$ cat src/rtl/spi_input_frontend_if.sv
// Raw SPI pins in, conditioned clk-domain levels and edge pulses out.
// The slave modport belongs to the frontend; the master modport belongs to whatever drives the pins.
interface spi_input_frontend_if;
  logic sclk;
  logic cs;
  logic mosi;
  logic c_sclk;
  logic c_cs;
  logic c_mosi;
  logic sclk_pos;
  logic sclk_neg;
  logic cs_fall;

  modport master (
    output sclk, cs, mosi,
    input  c_sclk, c_cs, c_mosi, sclk_pos, sclk_neg, cs_fall
  );

  modport slave (
    input  sclk, cs, mosi,
    output c_sclk, c_cs, c_mosi, sclk_pos, sclk_neg, cs_fall
  );
endinterface

$ cat src/rtl/spi_input_frontend.sv
// Sync + optional glitch filter (SPI_GLITCH_FILTER_EN) for sclk/cs/mosi, plus registered edge pulses.
// Latency WAIT_CYCLES+2 edges filtered, 3 unfiltered; no backpressure, pins are sampled every cycle.
module spi_input_frontend #(
  parameter int unsigned WAIT_CYCLES = 3
) (
  input logic                 clk,
  input logic                 rst_n,
  spi_input_frontend_if.slave pins
);

  // Channel index: 0 = sclk, 1 = cs, 2 = mosi. cs idles high (deselected).
  localparam logic [2:0] RST_VAL = 3'b010;

  logic [2:0] sync0_q, sync0_d;
  logic [2:0] sync1_q, sync1_d;
  logic [2:0] cond_q, cond_d;
  logic       sclk_pos_q, sclk_pos_d;
  logic       sclk_neg_q, sclk_neg_d;
  logic       cs_fall_q, cs_fall_d;

`ifdef SPI_GLITCH_FILTER_EN
  localparam int unsigned CNT_W = (WAIT_CYCLES > 2) ? $clog2(WAIT_CYCLES) : 1;
  localparam logic [CNT_W-1:0] CNT_MAX = CNT_W'(WAIT_CYCLES - 1);

  logic [CNT_W-1:0] cnt_q [3];
  logic [CNT_W-1:0] cnt_d [3];
`endif

  always_comb begin
    sync0_d = {pins.mosi, pins.cs, pins.sclk};
    sync1_d = sync0_q;
    cond_d  = cond_q;
`ifdef SPI_GLITCH_FILTER_EN
    for (int i = 0; i < 3; i++) begin
      cnt_d[i] = '0;
      // Any agreement with the accepted level discards a partial run.
      if (sync1_q[i] != cond_q[i]) begin
        if (cnt_q[i] == CNT_MAX) begin
          cond_d[i] = sync1_q[i];
        end else begin
          cnt_d[i] = cnt_q[i] + 1'b1;
        end
      end
    end
`else
    cond_d = sync1_q;
`endif
    sclk_pos_d = cond_d[0] & ~cond_q[0];
    sclk_neg_d = ~cond_d[0] & cond_q[0];
    cs_fall_d  = ~cond_d[1] & cond_q[1];
  end

  always_ff @(posedge clk or negedge rst_n) begin
    if (!rst_n) begin
      sync0_q    <= RST_VAL;
      sync1_q    <= RST_VAL;
      cond_q     <= RST_VAL;
      sclk_pos_q <= 1'b0;
      sclk_neg_q <= 1'b0;
      cs_fall_q  <= 1'b0;
`ifdef SPI_GLITCH_FILTER_EN
      for (int i = 0; i < 3; i++) begin
        cnt_q[i] <= '0;
      end
`endif
    end else begin
      sync0_q    <= sync0_d;
      sync1_q    <= sync1_d;
      cond_q     <= cond_d;
      sclk_pos_q <= sclk_pos_d;
      sclk_neg_q <= sclk_neg_d;
      cs_fall_q  <= cs_fall_d;
`ifdef SPI_GLITCH_FILTER_EN
      for (int i = 0; i < 3; i++) begin
        cnt_q[i] <= cnt_d[i];
      end
`endif
    end
  end

  assign pins.c_sclk   = cond_q[0];
  assign pins.c_cs     = cond_q[1];
  assign pins.c_mosi   = cond_q[2];
  assign pins.sclk_pos = sclk_pos_q;
  assign pins.sclk_neg = sclk_neg_q;
  assign pins.cs_fall  = cs_fall_q;

endmodule

$ cat src/flat_wrapper.sv
// flat-port wrapper written by rule: the top's interface ports become plain ports
module spi_input_frontend_flat 
#(
  parameter int unsigned WAIT_CYCLES = 3
)
  (clk, rst_n, pins_sclk, pins_cs, pins_mosi, pins_c_sclk, pins_c_cs, pins_c_mosi, pins_sclk_pos, pins_sclk_neg, pins_cs_fall);
  spi_input_frontend_if pins_i ();
  input logic clk;
  input logic rst_n;
  input wire logic [$bits(pins_i.sclk)-1:0] pins_sclk;
  input wire logic [$bits(pins_i.cs)-1:0] pins_cs;
  input wire logic [$bits(pins_i.mosi)-1:0] pins_mosi;
  output wire logic [$bits(pins_i.c_sclk)-1:0] pins_c_sclk;
  output wire logic [$bits(pins_i.c_cs)-1:0] pins_c_cs;
  output wire logic [$bits(pins_i.c_mosi)-1:0] pins_c_mosi;
  output wire logic [$bits(pins_i.sclk_pos)-1:0] pins_sclk_pos;
  output wire logic [$bits(pins_i.sclk_neg)-1:0] pins_sclk_neg;
  output wire logic [$bits(pins_i.cs_fall)-1:0] pins_cs_fall;
  assign pins_i.sclk = pins_sclk;
  assign pins_i.cs = pins_cs;
  assign pins_i.mosi = pins_mosi;
  assign pins_c_sclk = pins_i.c_sclk;
  assign pins_c_cs = pins_i.c_cs;
  assign pins_c_mosi = pins_i.c_mosi;
  assign pins_sclk_pos = pins_i.sclk_pos;
  assign pins_sclk_neg = pins_i.sclk_neg;
  assign pins_cs_fall = pins_i.cs_fall;
  spi_input_frontend #(.WAIT_CYCLES(WAIT_CYCLES)) u_core (.clk(clk), .rst_n(rst_n), .pins(pins_i));
endmodule
$ cat config.mk
export PLATFORM = sky130hd
export DESIGN_NAME = spi_input_frontend_flat
export DESIGN_NICKNAME = d
export VERILOG_FILES = /design/src/rtl/spi_input_frontend_if.sv /design/src/rtl/spi_input_frontend.sv /design/src/flat_wrapper.sv
export SDC_FILE = /design/constraint.sdc
export NUM_CORES = 1
export LEC_CHECK = 0
export CAP_MARGIN = 5
export CORE_AREA = 5 5 42 44
export DETAILED_ROUTE_END_ITERATION = 6
export DIE_AREA = 0 0 47 49
export GPL_TIMING_DRIVEN = 0
export SLEW_MARGIN = 20
export SYNTH_ARGS = -nofsm -noshare
export SYNTH_HDL_FRONTEND = slang
export SYNTH_SLANG_ARGS = --single-unit
$ cat constraint.sdc
create_clock -name clk -period 1.2 [get_ports clk]
set_input_delay 0.18 -clock clk [delete_from_list [all_inputs] [get_ports clk]]
set_output_delay 0.18 -clock clk [all_outputs]
set_load 0.02 [all_outputs]
==> metrics.cfg <==
[outcome]
outcome = completed

[yosys]
yosysWarningCount = 0
synth_cell_types = 4
synth_cells = 15
ys_seq_area_share_pct = 93.5
synth_commonest_cells = dfrtp_1 (9), dfstp_2 (3), nor2b_1 (2), and2b_2 (1)
syn_avg_cell_area_um2 = 21.7
synth_largest_area_cell = dfrtp_1
ys_top_cells_by_area = dfrtp_1 (69%), dfstp_2 (24%), nor2b_1 (3.8%)
synth_edf_count = 0
synth.net_count = 20
syn_area_um2 = 325
yosysMostFrequentCell = dfrtp_1
yosys.area.top_type_share_pct = 69.2
synth_seq_cells = 12
synth_async_sr_flop_share_pct = 100
synth_ff_type = dfrtp_1

[cts]
clkSlewWorstSetupHoldPaths_ns = 0.07
htreeDepth = 1
cts_buffers = 3
clock-root-buffer = clkbuf_4
cts-hold-fix-buffers = 0
cts_setup_buffers = 0
cts_sinks = 12
clockBufferDepth = 2
clock_latency_ns = 0.26
cts_tree = built

[cells_and_area]
area_growth_pct = 41.5
final_nets = 35
final_core_util_pct = 32.9
instances_no_fill = 45
design_area_um2 = 460
antenna-diode-count = 0
fill_cells = 158
layout-drive-gt1-share_pct = 27.6

[routing]
drc = 0
drt_iter0_markers = 1
drt-total-wl_um = 457
drt_pass1_iterations = 2
wl_per_cell_um = 10.2
drtAntennaViolNets = 0
viasPerCell = 3.78
dr_total_vias = 170

[critical_path]
worstPathArrival_ns = 0.98
cp_slowest_cell = dfrtp_1
end_kind = output port
crit_required_ns = 1.02
cp-start-kind = register
slowest_delay_ns = 0.39
cp_top_family = flip-flops
cp_max_fo = 3
crit_chain = dlygate4sd2_1
path_buf_inv = 1
critPathKind = register to output port

[place]
placed_area_um2 = 445
gp_congestion = 0.655
dp_cells = 41
pre_cts_slack_ns = -0.0824
port_buffers = 10

[die]
die_height_um = 49
io_pins = 11
start_util_pct = 23.2
die_area_um2 = 2300
core_area_um2 = 1400
rows = 14
die_w_um = 47

[sta]
clock_skew_ns = 0.00681
setup_viol = 0
worst_pin_slew_ns = 0.505
fmax_mhz = 865
hold_viol = 0
rsz0062_at_grt = false
slew_headroom_pct = 66.3
setup_slack_ns = 0.0445
drv_slew = 0
min_period_over_period_pct = 96.3
final.min_clock_period_ns = 1.16

[grt]
grt_first_pass_wirelength_um = 738
track_usage_pct = 4.87
first_global_vias = 182
antenna_found_initial = 0
overflow = 0
grt_max_degree = 13

[power]
vdd_drop_max_uv = 561
total_power_uw = 727
p_leak_uw = 0.000215
p_per_area_nw_per_um2 = 1580

[worst_hold_path]
min_path_type = primary input to asynchronous set/reset pin

[job]
cap_viol_max_count = 0

-- per-stage QoR --
stage / setup TNS (ns) / hold slack, ns
2_1_floorplan: 0 / -0.116
3_3_place_gp: -0.0805 / 0.334
3_5_place_dp: -0.0824 / 0.338
4_1_cts: 0 / 0.257
5_1_grt: 0 / 0.315
6_report: 0 / 0.254
-- cell usage in the layout (no fill, tap or decap) --
cell type / Yosys / layout
and2b_2: 1 / 1
buf_2: 0 / 1
clkbuf_1: 0 / 1
clkbuf_4: 0 / 3
clkdlybuf4s50_1: 0 / 4
dfrtp_1: 9 / 9
dfstp_2: 3 / 3
dlygate4sd2_1: 0 / 5
nor2b_1: 2 / 2
-- power breakdown --
group	switching [uW]	internal, uW	leakage [uW]	total [uW]
clock	113	128	0.0000150	241
combinational	26.6	23.6	0.0000597	50.1
sequential	6.84	429	0.000140	436
-- kinds of logic (layout without fill, tap and decap cells) --
| logic type | count (synthesis) | count (layout) | share of synthesized area [%] |
|---|---|---|---|
| flip-flops | 12 | 12 | 93.5 |
| AND/OR/NAND/NOR | 3 | 3 | 6.54 |
| buffers and inverters | 0 | 14 | 0 |
-- state kept, by name, indices dropped and copies added, names as in the netlist --
register,cells
u_core.cond_q,3
u_core.cond_d,3
u_core.pins.sclk_neg,1
u_core.pins.sclk_pos,1
u_core.sync0_q,3
u_core.pins.cs_fall,1
-- per-layer routing --
| layer | global-route usage (%) | wire, um | up-vias |
|---|---|---|---|
| met5 | 0 | 0 | - |
| li1 | - | - | 74 |
| met4 | 5.53 | 6 | 0 |
| met3 | 2.21 | 55 | 2 |
| met1 | 5.56 | 193 | 83 |
| met2 | 5.88 | 202 | 11 |
-- final timing paths --
kind / from / slack [ns] / to / cells past startpoint
max: u_core.cond_q[0]$_DFF_PN0_ / 0.04 / pins_c_sclk / 1
min: rst_n / 0.25 / u_core.cond_d[0]$_DFF_PN0_ / 1
max reg2reg: u_core.cond_q[1]$_DFF_PN1_ / 0.50 / u_core.pins.cs_fall$_DFF_PN0_ / 1
min reg2reg: u_core.cond_d[2]$_DFF_PN0_ / 0.35 / u_core.cond_q[2]$_DFF_PN0_ / 0
max in group asynchronous: rst_n / 0.58 / u_core.sync0_q[1]$_DFF_PN1_ / 1
min in group clk: pins_cs / 0.32 / u_core.sync0_q[1]$_DFF_PN1_ / 1
-- area by class of cell --
class | instances | area, um2 | area share (%)
sequential | 12 | 304 | 66.0
timing repair buffer | 10 | 88.8 | 19.3
clock buffer | 4 | 26.3 | 5.71
multi-input combinational | 3 | 21.3 | 4.62
tap | 16 | 20.0 | 4.35
-- repair_timing --
item	4_1_cts	5_1_grt
resized for setup	9	0
endpoints found under the hold margin	0	0
setup endpoints to repair	6	0
No activity file was read; power rests on OpenSTA's default activity.
